--- src/rtl/fetch_stage.sv ---
// Instruction fetch: PC sequencing over a variable-latency request/ack memory port,
// one-entry skid buffer for stalled decode, and the IF/ID pipeline register.
module fetch_stage #(
    parameter logic [31:0] RESET_PC = 32'h0000_0000
) (
    input  logic        clk,
    input  logic        rst_n,
    input  logic        StallF,
    input  logic        StallD,
    input  logic        PCSrcD,
    input  logic [31:0] PCBranchD,
    input  logic        JumpD,
    input  logic [31:0] PCJumpD,
    output logic        imem_req,
    output logic [31:0] imem_addr,
    input  logic        imem_ready,
    input  logic [31:0] imem_rdata,
    output logic [31:0] PCF,
    output logic [31:0] InstrD,
    output logic [31:0] PCPlus4D,
    output logic        ValidD
);
    localparam int unsigned XLEN = 32;

    typedef enum logic [1:0] {
        WAIT = 2'd0,
        REQ  = 2'd1,
        DROP = 2'd2
    } state_t;

    state_t            state;
    logic [XLEN-1:0]   fetchPc;
    logic [XLEN-1:0]   redirPc;
    logic              bufValid;
    logic [XLEN-1:0]   bufInstr;
    logic [XLEN-1:0]   bufPc4;

    logic              redirect;
    logic              ack;
    logic              accept;
    logic              toBuf;
    logic              bufValidNext;
    logic [XLEN-1:0]   target;
    logic [XLEN-1:0]   fetchPc4;

    // Redirect decode and skid-buffer occupancy after the coming edge.
    always_comb begin
        redirect     = (PCSrcD | JumpD) & ~StallD;
        target       = PCSrcD ? PCBranchD : PCJumpD;
        ack          = imem_ready & (state != WAIT);
        accept       = ack & (state == REQ) & ~redirect;
        toBuf        = accept & (StallD | bufValid);
        fetchPc4     = fetchPc + XLEN'(4);
        bufValidNext = bufValid;
        if (redirect) begin
            bufValidNext = 1'b0;
        end else if (toBuf) begin
            bufValidNext = 1'b1;
        end else if (bufValid && !StallD) begin
            bufValidNext = 1'b0;
        end
    end

    assign imem_req  = (state != WAIT);
    assign imem_addr = fetchPc;
    assign PCF       = fetchPc;

    always_ff @(posedge clk or negedge rst_n) begin
        if (!rst_n) begin
            state    <= WAIT;
            fetchPc  <= RESET_PC;
            redirPc  <= '0;
            bufValid <= 1'b0;
            bufInstr <= '0;
            bufPc4   <= '0;
            InstrD   <= '0;
            PCPlus4D <= '0;
            ValidD   <= 1'b0;
        end else begin
            bufValid <= bufValidNext;
            if (toBuf) begin
                bufInstr <= imem_rdata;
                bufPc4   <= fetchPc4;
            end

            // IF/ID: redirect bubble beats buffered word beats fresh ack.
            if (!StallD) begin
                if (redirect) begin
                    InstrD   <= '0;
                    PCPlus4D <= '0;
                    ValidD   <= 1'b0;
                end else if (bufValid) begin
                    InstrD   <= bufInstr;
                    PCPlus4D <= bufPc4;
                    ValidD   <= 1'b1;
                end else if (accept) begin
                    InstrD   <= imem_rdata;
                    PCPlus4D <= fetchPc4;
                    ValidD   <= 1'b1;
                end else begin
                    InstrD   <= '0;
                    PCPlus4D <= '0;
                    ValidD   <= 1'b0;
                end
            end

            unique case (state)
                WAIT: begin
                    if (redirect) begin
                        fetchPc <= target;
                    end
                    if (!bufValidNext && !StallF) begin
                        state <= REQ;
                    end
                end
                REQ: begin
                    if (imem_ready) begin
                        fetchPc <= redirect ? target : fetchPc4;
                        if (StallF || bufValidNext) begin
                            state <= WAIT;
                        end
                    end else if (redirect) begin
                        redirPc <= target;
                        state   <= DROP;
                    end
                end
                DROP: begin
                    // A redirect arriving with the ack is the newest target.
                    if (redirect) begin
                        redirPc <= target;
                    end
                    if (imem_ready) begin
                        fetchPc <= redirect ? target : redirPc;
                        state   <= StallF ? WAIT : REQ;
                    end
                end
                default: state <= WAIT;
            endcase
        end
    end
endmodule

--- config.mk ---
export PLATFORM = sky130hd
export DESIGN_NAME = fetch_stage
export DESIGN_NICKNAME = d
export VERILOG_FILES = /design/src/rtl/fetch_stage.sv
export SDC_FILE = /design/constraint.sdc
export NUM_CORES = 1
export LEC_CHECK = 0
export ABC_AREA = 1
export CORE_UTILIZATION = 40
export CTS_BUF_LIST = sky130_fd_sc_hd__clkbuf_8
export CTS_CLUSTER_SIZE = 25
export DETAILED_ROUTE_END_ITERATION = 10
export GPL_TIMING_DRIVEN = 0
export PLACE_DENSITY = 0.65
export SLEW_MARGIN = 10
export SYNTH_ARGS = -nofsm -noshare
export SYNTH_HDL_FRONTEND = slang
export SYNTH_SLANG_ARGS = --single-unit
--- constraint.sdc ---
create_clock -name clk -period 1.65 [get_ports clk]
set_input_delay 0.165 -clock clk [delete_from_list [all_inputs] [get_ports clk]]
set_output_delay 0.165 -clock clk [all_outputs]
set_load 0.05 [all_outputs]
Yosys cells after proc, flatten, opt, wreduce, memory -nomap -nowiden
Index checks and enable logic that the tools add are counted.

Add/sub/neg operators: 1. Equal/unequal tests: 9. Multiplexer cells: 28. Bitwise gates (word level): 9. Reduce and logical (&&, ||, !) cells: 13.

Operator list (number): 2-to-1 mux 32 bit (13); case mux 32 bit (3 select lines) (1); case mux 32 bit (2 select lines) (1); adder 32 x 3 -> 32 bit, second input constant (1); 2-to-1 mux 2 bit (5); inequality test 2 bit, second input constant (5); AND reduction 4 bit (2); 2-to-1 mux 1 bit (7); case mux 2 bit (3 select lines) (1); AND 1 bit (5); nonzero test 2 bit (2); zero test 1 bit (3); inequality test 3 x 2 -> 1 bit, second input constant (1); inequality test 3 bit, second input constant (1); nonzero test 3 bit (1); equality test 2 x 1 -> 1 bit, second input constant (1); equality test 2 bit, second input constant (1); logical AND 1 bit (2); zero test 2 bit (1); NOT 1 bit (2); bitwise OR 1 bit (2); AND reduction 2 bit (1); logical OR 1 bit (1).

Register bits after elaboration: 196. Output and inout bits: 130. Logic and storage cells: 69.

Longest topological paths before layout
Gate-level depths: netlist of the first run.

Word-level depth: 11. Mapped depth: 13. Depth with buffers taken out: 13.

Worst setup path after synthesis of the first run
OpenSTA, ideal clock, no wires.

Path kind: reg2reg. From: register fetchPc[3], in the netlist PCF[3]. To: register fetchPc[16], in the netlist PCF[16]. Library setup time: 0.118 ns. Data arrival time: 1.935 ns. Setup slack: -0.404 ns. Cell stages (with the launch flop): 12. Clock period less this slack: 2.054 ns. Cells stage by stage: dfrtp_1 > ha_1 > nand2_1 > inv_1 > nand3_1 > nor2_4 > xor2_1 > nand2_1 > nand2_1 > nand2_1 > nand2_1 > nand2_1.

Cells in the longest elaborated chain, start to end: 4.

Ends and longest elaborated chain: from (decl) (RTL line 32) `logic [XLEN-1:0] fetchPc;`; from (signal assigned) (RTL line 110) `fetchPc <= target;`; from (signal assigned) (RTL line 118) `fetchPc <= redirect ? target : fetchPc4;`; from (signal assigned) (RTL line 133) `fetchPc <= redirect ? target : redirPc;`; adder 32 x 3 -> 32 bit (RTL line 53) `fetchPc4 = fetchPc + XLEN'(4);`; 2-to-1 mux 32 bit (RTL line 118); 2-to-1 mux 32 bit (RTL line 117) `if (imem_ready) begin`; case mux 32 bit (3 select lines) (RTL line 107) `unique case (state)`.

No other way between the ends. The select of a mux whose other input is x is not followed. A chain may end at the register's enable or synchronous reset.

Worst setup path in the final report of the first run
From: register state[1]. To: register PCPlus4D[29].

Cells in the longest elaborated chain, start to end: 7. Elaborated cells between the ends (all ways): 8. Those cells by class: 1 x eq/ne; 3 x mux; 3 x bitwise; 1 x reduce/logical.

Ends and longest elaborated chain: from (decl) (RTL line 31) `state_t state;`; from (signal assigned) (RTL line 134) `state <= StallF ? WAIT : REQ;`; nonzero test 2 bit (RTL line 50) `ack = imem_ready & (state != WAIT);`; AND 1 bit (RTL line 50); AND 1 bit (*) (2 in a row) (RTL line 51) `accept = ack & (state == REQ) & ~redirect;`; 2-to-1 mux 32 bit (*) (RTL line 96) `end else if (accept) begin`; 2-to-1 mux 32 bit (*) (RTL line 92) `end else if (bufValid) begin`; 2-to-1 mux 32 bit (*) (RTL line 88) `if (redirect) begin`; to (signal assigned) (RTL line 94) `PCPlus4D <= bufPc4;`; to (signal assigned) (RTL line 98) `PCPlus4D <= fetchPc4;`; to (decl) (RTL line 20) `output logic [31:0] PCPlus4D,`.

Every way passes the cells marked *; elsewhere a longest branch is shown, timed or not.

==> impl_results.md, run 1 <==
* TNS Setup at -29.15 ns
* Period utilization at 116%
* # Max-Cap Violations at 0
* Initial antenna violation count at 0
* Inserted Clock Buffers at 17
* Most frequent cell after synthesis: nand2_1
* Critical path required time at 2.08 ns
* CTS Buffer Depth at 2
* Core ar. at 26000 µm²
* Post-Place Setup Slack at -0.599 ns
* Number of buffers added on ports at 231
* Async set or reset register ratio after synthesis at 100%
* Post-Route WL at 39100 µm
* Leakage at 0.00819 µW
* Area growth, synth to finish at 61.2%
* Highest Clock Rate at 0.520 GHz
* DRT Pass-1 Iters at 6
* Final Hold Fails at 0
* Status: complete, but fails checks
* Top_reg_cell synth: dfrtp_1
* RSZ-0062 raised after global routing: yes
* Power Total at 30500 µW
* Row Count at 59
* Final Max Slew Viols at 0
* Mapped Nets at 1518
* Post-DR vias/cell at 5.29
* Slew at the pin closest to its max-slew limit at 0.684 ns
* Synth top area share at 46.3%
* Failing checks: setup timing
* Max_slew headroom at 53.9%
* Die Width at 165 µm
* Diodes inserted at 0
* Warnings from Yosys at 0
* DR WL/cell at 18.4 µm
* Worst-path fanout max at 5
* # nets final at 1880
* Grt ovf at 0
* Vias in the first global route at 10568
* Starting DRT DRC Count at 972
* Clk pin slew, worst setup/hold paths at 0.12 ns
* Register bit total from synthesis at 196
* Final setup vio count at 195
* Final WS setup at -0.272 ns
* Worst skew pair latency at 0.49 ns
* Final min period at 1.92 ns
* Initial Util at 40.8%
* Vias at 11214
* Pwr dens at 1790 nW/µm²
* Crit Path Class: reg2reg
* Register area share after synthesis at 46.3%
* CP Launch Type: flop
* Die Y at 165 µm
* Yosys top cell by area: dfrtp_1
* GPL Wtd Cong at 0.897
* Cell area after synthesis at 10600 µm²
* Share of post-route cells with drive strength above 1 at 38.3%
* Post-DRT Antenna Nets at 0
* Syn Inst Count at 1410
* Clock skew at 0.0172 ns
* Synth cell types at 34
* Finished Cell Area at 17100 µm²
* First-pass GRT wire length at 58300 µm
* TritonCTS clock tree: built
* Avg Cell Area, Syn at 7.51 µm²
* Die area at 27100 µm²
* DRC at 0
* DP HPWL at 25800 µm
* Largest net degree at the start of global routing at 69
* Max H-tree Level at 4
* # IOs at 233
* Post-synth EDFFs at 0
* Synth cell count leaders: 481 x nand2_1, 196 x dfrtp_1, 182 x o21ai_0
* CTS root buf: clkbuf_8
* Sinks on Clock Net at 196
* CP endpoint kind: flop
* Overall routing resource usage at 28.3%
* Hold Path Class: in2async
* Synth area leaders: dfrtp_1 46%, nand2_1 17%, o21ai_0 8.6%, inv_1 4.6%, a22o_1 3.1%
* Dpl cell area at 13600 µm²
* Arrival @ worst endpoint at 2.35 ns
* Worst VDD drop at 1.15 mV
[layer usage]
metal  vias to the layer above  global-route usage, %  part of all wire (%)
met4                         0                   10.3                   3.2
met2                       472                   46.0                    48
li1                       5251                      -                     -
met3                        95                   3.97                   6.1
met1                      5396                   38.5                    43
met5                         -                      0                     0
[registers in the layout, summed over array words and instances (netlist names)]
name	cells
PCPlus4D	32
InstrD	32
bufPc4	32
ValidD	1
state	2
PCF	32
bufValid	1
bufInstr	32
redirPc	32
[worst max-delay path: stages (launching register included)]
cell and delay [ns]:
dfrtp_1 0.42, inv_2 0.11, ha_4 0.18, nand2_4 0.06, nor2_4 0.15, nand2_4 0.10, nor2_4 0.14, buf_12 0.14
buf_8 0.14, buf_8 0.13, nand3_2 0.07, nand2_1 0.08, nand2_1 0.07, nand2_1 0.07
[through the flow]
step	util, %	hold WS (ns)	cells
floorplan	-	-0.131	1410
finish	65.7	0.196	2120
detailed placement	52.3	0.143	1978
global route	65.7	0.225	2120
global placement	52.0	0.458	1976
CTS	62.4	0.199	2103
[worst paths after layout]
kind                                               start                        to  slack [ns]  cells past startpoint
worst max register to register      state[1]$_DFFE_PN0P_  PCPlus4D[29]$_DFFE_PN0N_       -0.27                     13
worst min register to register  PCPlus4D[13]$_DFFE_PN0N_  PCPlus4D[13]$_DFFE_PN0N_        0.48                      2
worst max-delay path                state[1]$_DFFE_PN0P_  PCPlus4D[29]$_DFFE_PN0N_       -0.27                     13
min in group clk                          imem_rdata[14]  bufInstr[14]$_DFFE_PN0P_        0.27                      3
max in group asynchronous                          rst_n        PCF[7]$_DFFE_PN0P_        0.71                      3
worst min-delay path                               rst_n  PCPlus4D[24]$_DFFE_PN0N_        0.20                      2
[power by group]
group / switching, µW / leakage (µW) / internal [µW] / total (µW)
logic: 11400 / 0.00554 / 7800 / 19200
clock network: 2070 / 0.000200 / 1170 / 3240
registers: 1560 / 0.00245 / 6510 / 8070
total: 15000 / 0.00819 / 15500 / 30500
[repair_timing]
action | in CTS | in global routing
hold buffers | 1 | 0
resized for setup | 711 | 320
setup endpoints to repair | 323 | 227
endpoints found under the hold margin | 61 | 0
setup buffers | 70 | 31
pin swaps | 71 | 55
cloned | 24 | 2
[placed cells by master, fill, tap and decap left out, types with 5 or more instances in the layout]
cell type,count
a21oi_1,23
a21oi_2,22
a22o_1,38
a22oi_2,5
buf_12,18
buf_16,7
buf_2,32
buf_4,92
buf_6,31
buf_8,27
clkbuf_1,16
clkbuf_16,12
clkbuf_2,11
clkbuf_8,19
clkdlybuf4s15_2,30
clkdlybuf4s50_1,100
clkinv_8,5
dfrtp_1,165
dfrtp_2,31
dlygate4sd2_1,63
inv_1,118
inv_2,11
mux2i_1,13
nand2_1,351
nand2_2,95
nand2_4,37
nand3_1,30
nand3_2,12
nand4_1,5
nor2_1,34
nor2_2,11
nor2_4,18
o21ai_0,69
o21ai_1,62
o21ai_2,75
o22ai_2,12
o22ai_4,6
or2_2,13
[area by class of cell]
cell class / count / area (µm²)
buffer: 103 / 1010
fill: 2123 / 8910
inverter: 136 / 554
tap: 335 / 419
clock buffer: 17 / 234
clock inverter: 15 / 181
timing repair buffer: 347 / 3570
timing repair inverter: 1 / 8.76
sequential: 196 / 4940
multi-input combinational: 970 / 6160
[cell families after synthesis]
logic type | share of synthesized area, %
compound gates | 17.4
simple gates | 23.0
fa+ha+maj | 0.591
mux | 1.23
buf+inv | 10.3
flops | 46.3
xor+xnor | 1.07
Power figures use the tool's default switching activity.
==> run 2, diff against run 1 <==
--- a/config.mk
+++ b/config.mk
@@ -7,7 +7,6 @@
 export LEC_CHECK = 0
 export ABC_AREA = 1
 export CORE_UTILIZATION = 40
-export CTS_BUF_LIST = sky130_fd_sc_hd__clkbuf_8
 export CTS_CLUSTER_SIZE = 25
 export DETAILED_ROUTE_END_ITERATION = 10
 export GPL_TIMING_DRIVEN = 0
==> impl_results.md, run 2 (same netlist as run 1, synthesis figures left out) <==
* CP Launch Type: flop
* Diodes inserted at 0
* Post-DR vias/cell at 5.38
* DR WL/cell at 19.2 µm
* Crit path max-delay family: buffers and inverters
* Vias at 11508
* RSZ-0062 raised after global routing: yes
* Gate power share at 62.5%
* FF-to-FF End: InstrD[19]$_DFFE_PN0N_
* CP endpoint kind: flop
* Hold Path Class: in2async
* TritonCTS clock tree: built
* CTS root buf: clkbuf_16
* Worst path slowest cell: dfrtp_1
* Crit path to: InstrD[19]$_DFFE_PN0N_
* Inserted Clock Buffers at 17
* DRC at 0
* Sw frac at 48.4%
* Worst VDD drop at 1.32 mV
* Vias in the first global route at 10834
* CTS Buffer Depth at 2
* Core ar. at 26000 µm²
* Max_slew headroom at 36.6%
* Status: complete, but fails checks
* R2r setup slk at -0.24 ns
* Critical Path Stages at 12
* M3 GR Usage at 3.92%
* Leakage at 0.00904 µW
* R2R depth at 12
* FF-to-FF Start: state[1]$_DFFE_PN0P_
* Met2 Use GR at 47.5%
* Final min period at 1.89 ns
* Crit-path cells: inv_2 > buf_4 > ha_4 > nor2_4 > nand2_4 > nor2_4 > buf_6 > buf_12 > buf_16 > nand2_4 > o21ai_2 > a22o_1
* Fillers at 1975
* Slew at the pin closest to its max-slew limit at 0.941 ns
* Largest net degree at the start of global routing at 69
* Die area at 27100 µm²
* Share of post-route cells with drive strength above 1 at 39.6%
* WHS at 0.233 ns
* Max H-tree Level at 4
* Clk pin slew, worst setup/hold paths at 0.09 ns
* Pwr dens at 1850 nW/µm²
* Highest Clock Rate at 0.529 GHz
* Initial Util at 40.8%
* Final WS setup at -0.239 ns
* Die Y at 165 µm
* Starting DRT DRC Count at 960
* Sw Pwr at 16000 µW
* Pint at 17100 µW
* Period utilization at 115%
* Post-Route WL at 41200 µm
* Overall routing resource usage at 29.3%
* Grt ovf at 0
* Most common cell after layout, fill and taps aside: nand2_1
* M1 GR Usage at 38.9%
* Initial antenna violation count at 0
* Row Count at 59
* CP max stage delay at 0.40 ns
* Post-DRT Antenna Nets at 0
* Die Width at 165 µm
* Final Hold Fails at 0
* DP HPWL at 25800 µm
* TNS Setup at -25.48 ns
* Worst skew pair latency at 0.45 ns
* Final setup vio count at 208
* Number of buffers added on ports at 231
* Core Util, Final at 68.7%
* Crit path from: state[1]$_DFFE_PN0P_
* GPL Wtd Cong at 0.897
* Failing checks: setup timing
* Sinks on Clock Net at 196
* Worst-path fanout max at 5
* Clock skew at 0.0119 ns
* Crit Path Class: reg2reg
* # IOs at 233
* Clk pwr share at 13.0%
* # nets final at 1899
* # Max-Cap Violations at 0
* Flop pwr share at 24.6%
* First-pass GRT wire length at 60100 µm
* Critical path required time at 2.05 ns
* CP bufs+invs at 5
* DRT Pass-1 Iters at 6
* Arrival @ worst endpoint at 2.29 ns
* Final Max Slew Viols at 0
* Area growth, synth to finish at 68.5%
* Most frequent cells in the layout: 326 x nand2_1, 167 x dfrtp_1, 118 x inv_1, 106 x buf_4, 104 x nand2_2
* Gr busiest metal: met2
[run 2: metrics by stage]
stage	total power, µW	setup WS, ns	instances	area (µm²)
finish	33100	-0.239	2139	17900
global route	34500	-0.334	2139	17900
CTS	30100	-0.250	2114	16700
detailed placement	21400	-0.599	1978	13600
global placement	21300	-8.65	1976	13500
floorplan	16800	-0.0679	1410	10800
[run 2: layer usage]
layer  up-vias  wire (µm)
li1       5306          -
met4         0       1550
met3       117       2540
met5         -          0
met2       559      19900
met1      5526      17200
[run 2: repair_timing]
item / CTS / global route
resized for setup: 661 / 352
gates cloned: 31 / 0
hold buffers: 1 / 0
buffers inserted: 73 / 39
hold endpoints to repair: 61 / 0
pin swaps: 93 / 90
setup endpoints to repair: 323 / 251
[run 2: cell type report]
cell class / instances / area (µm²) / share of cell area [%]
Multi-Input combinational cell: 970 / 6350 / 35.6
Sequential cell: 196 / 4940 / 27.7
Timing Repair Buffer: 363 / 3930 / 22.0
Buffer: 105 / 1030 / 5.77
Inverter: 136 / 551 / 3.08
Clock buffer: 17 / 425 / 2.38
Tap cell: 335 / 419 / 2.35
Clock inverter: 15 / 181 / 1.02
Timing Repair inverter: 2 / 17.5 / 0.0981
[run 2: worst min-delay path by stage]
stage | endpoint | cells past startpoint | slack, ns
final | PCPlus4D[25]$_DFFE_PN0N_ | 2 | 0.23
after global routing | PCPlus4D[23]$_DFFE_PN0N_ | 2 | 0.29
after CTS | PCPlus4D[25]$_DFFE_PN0N_ | 2 | 0.26
after detailed placement | PCPlus4D[23]$_DFFE_PN0N_ | 1 | 0.14
after global placement | bufPc4[4]$_DFFE_PN0P_ | 2 | 0.46
after floorplan | InstrD[0]$_DFFE_PN0N_ | 0 | -0.13
[run 2: power by group through the flow]
stage                     registers [µW]  logic, µW  clock network (µW)
after floorplan                     9060       7780                   0
after global placement              8090      13200                   0
after detailed placement            8120      13300                   0
after CTS                           8000      17800                4290
after global routing                8250      21800                4490
final                               8120      20600                4300
==> run 3, diff against run 2 <==
--- a/config.mk
+++ b/config.mk
@@ -6,6 +6,7 @@
 export NUM_CORES = 1
 export LEC_CHECK = 0
 export ABC_AREA = 1
+export CAP_MARGIN = 20
 export CORE_UTILIZATION = 40
 export CTS_CLUSTER_SIZE = 25
 export DETAILED_ROUTE_END_ITERATION = 10
==> results of run 3 <==
Final layout, timing and power as in run 2 (identical DEF).
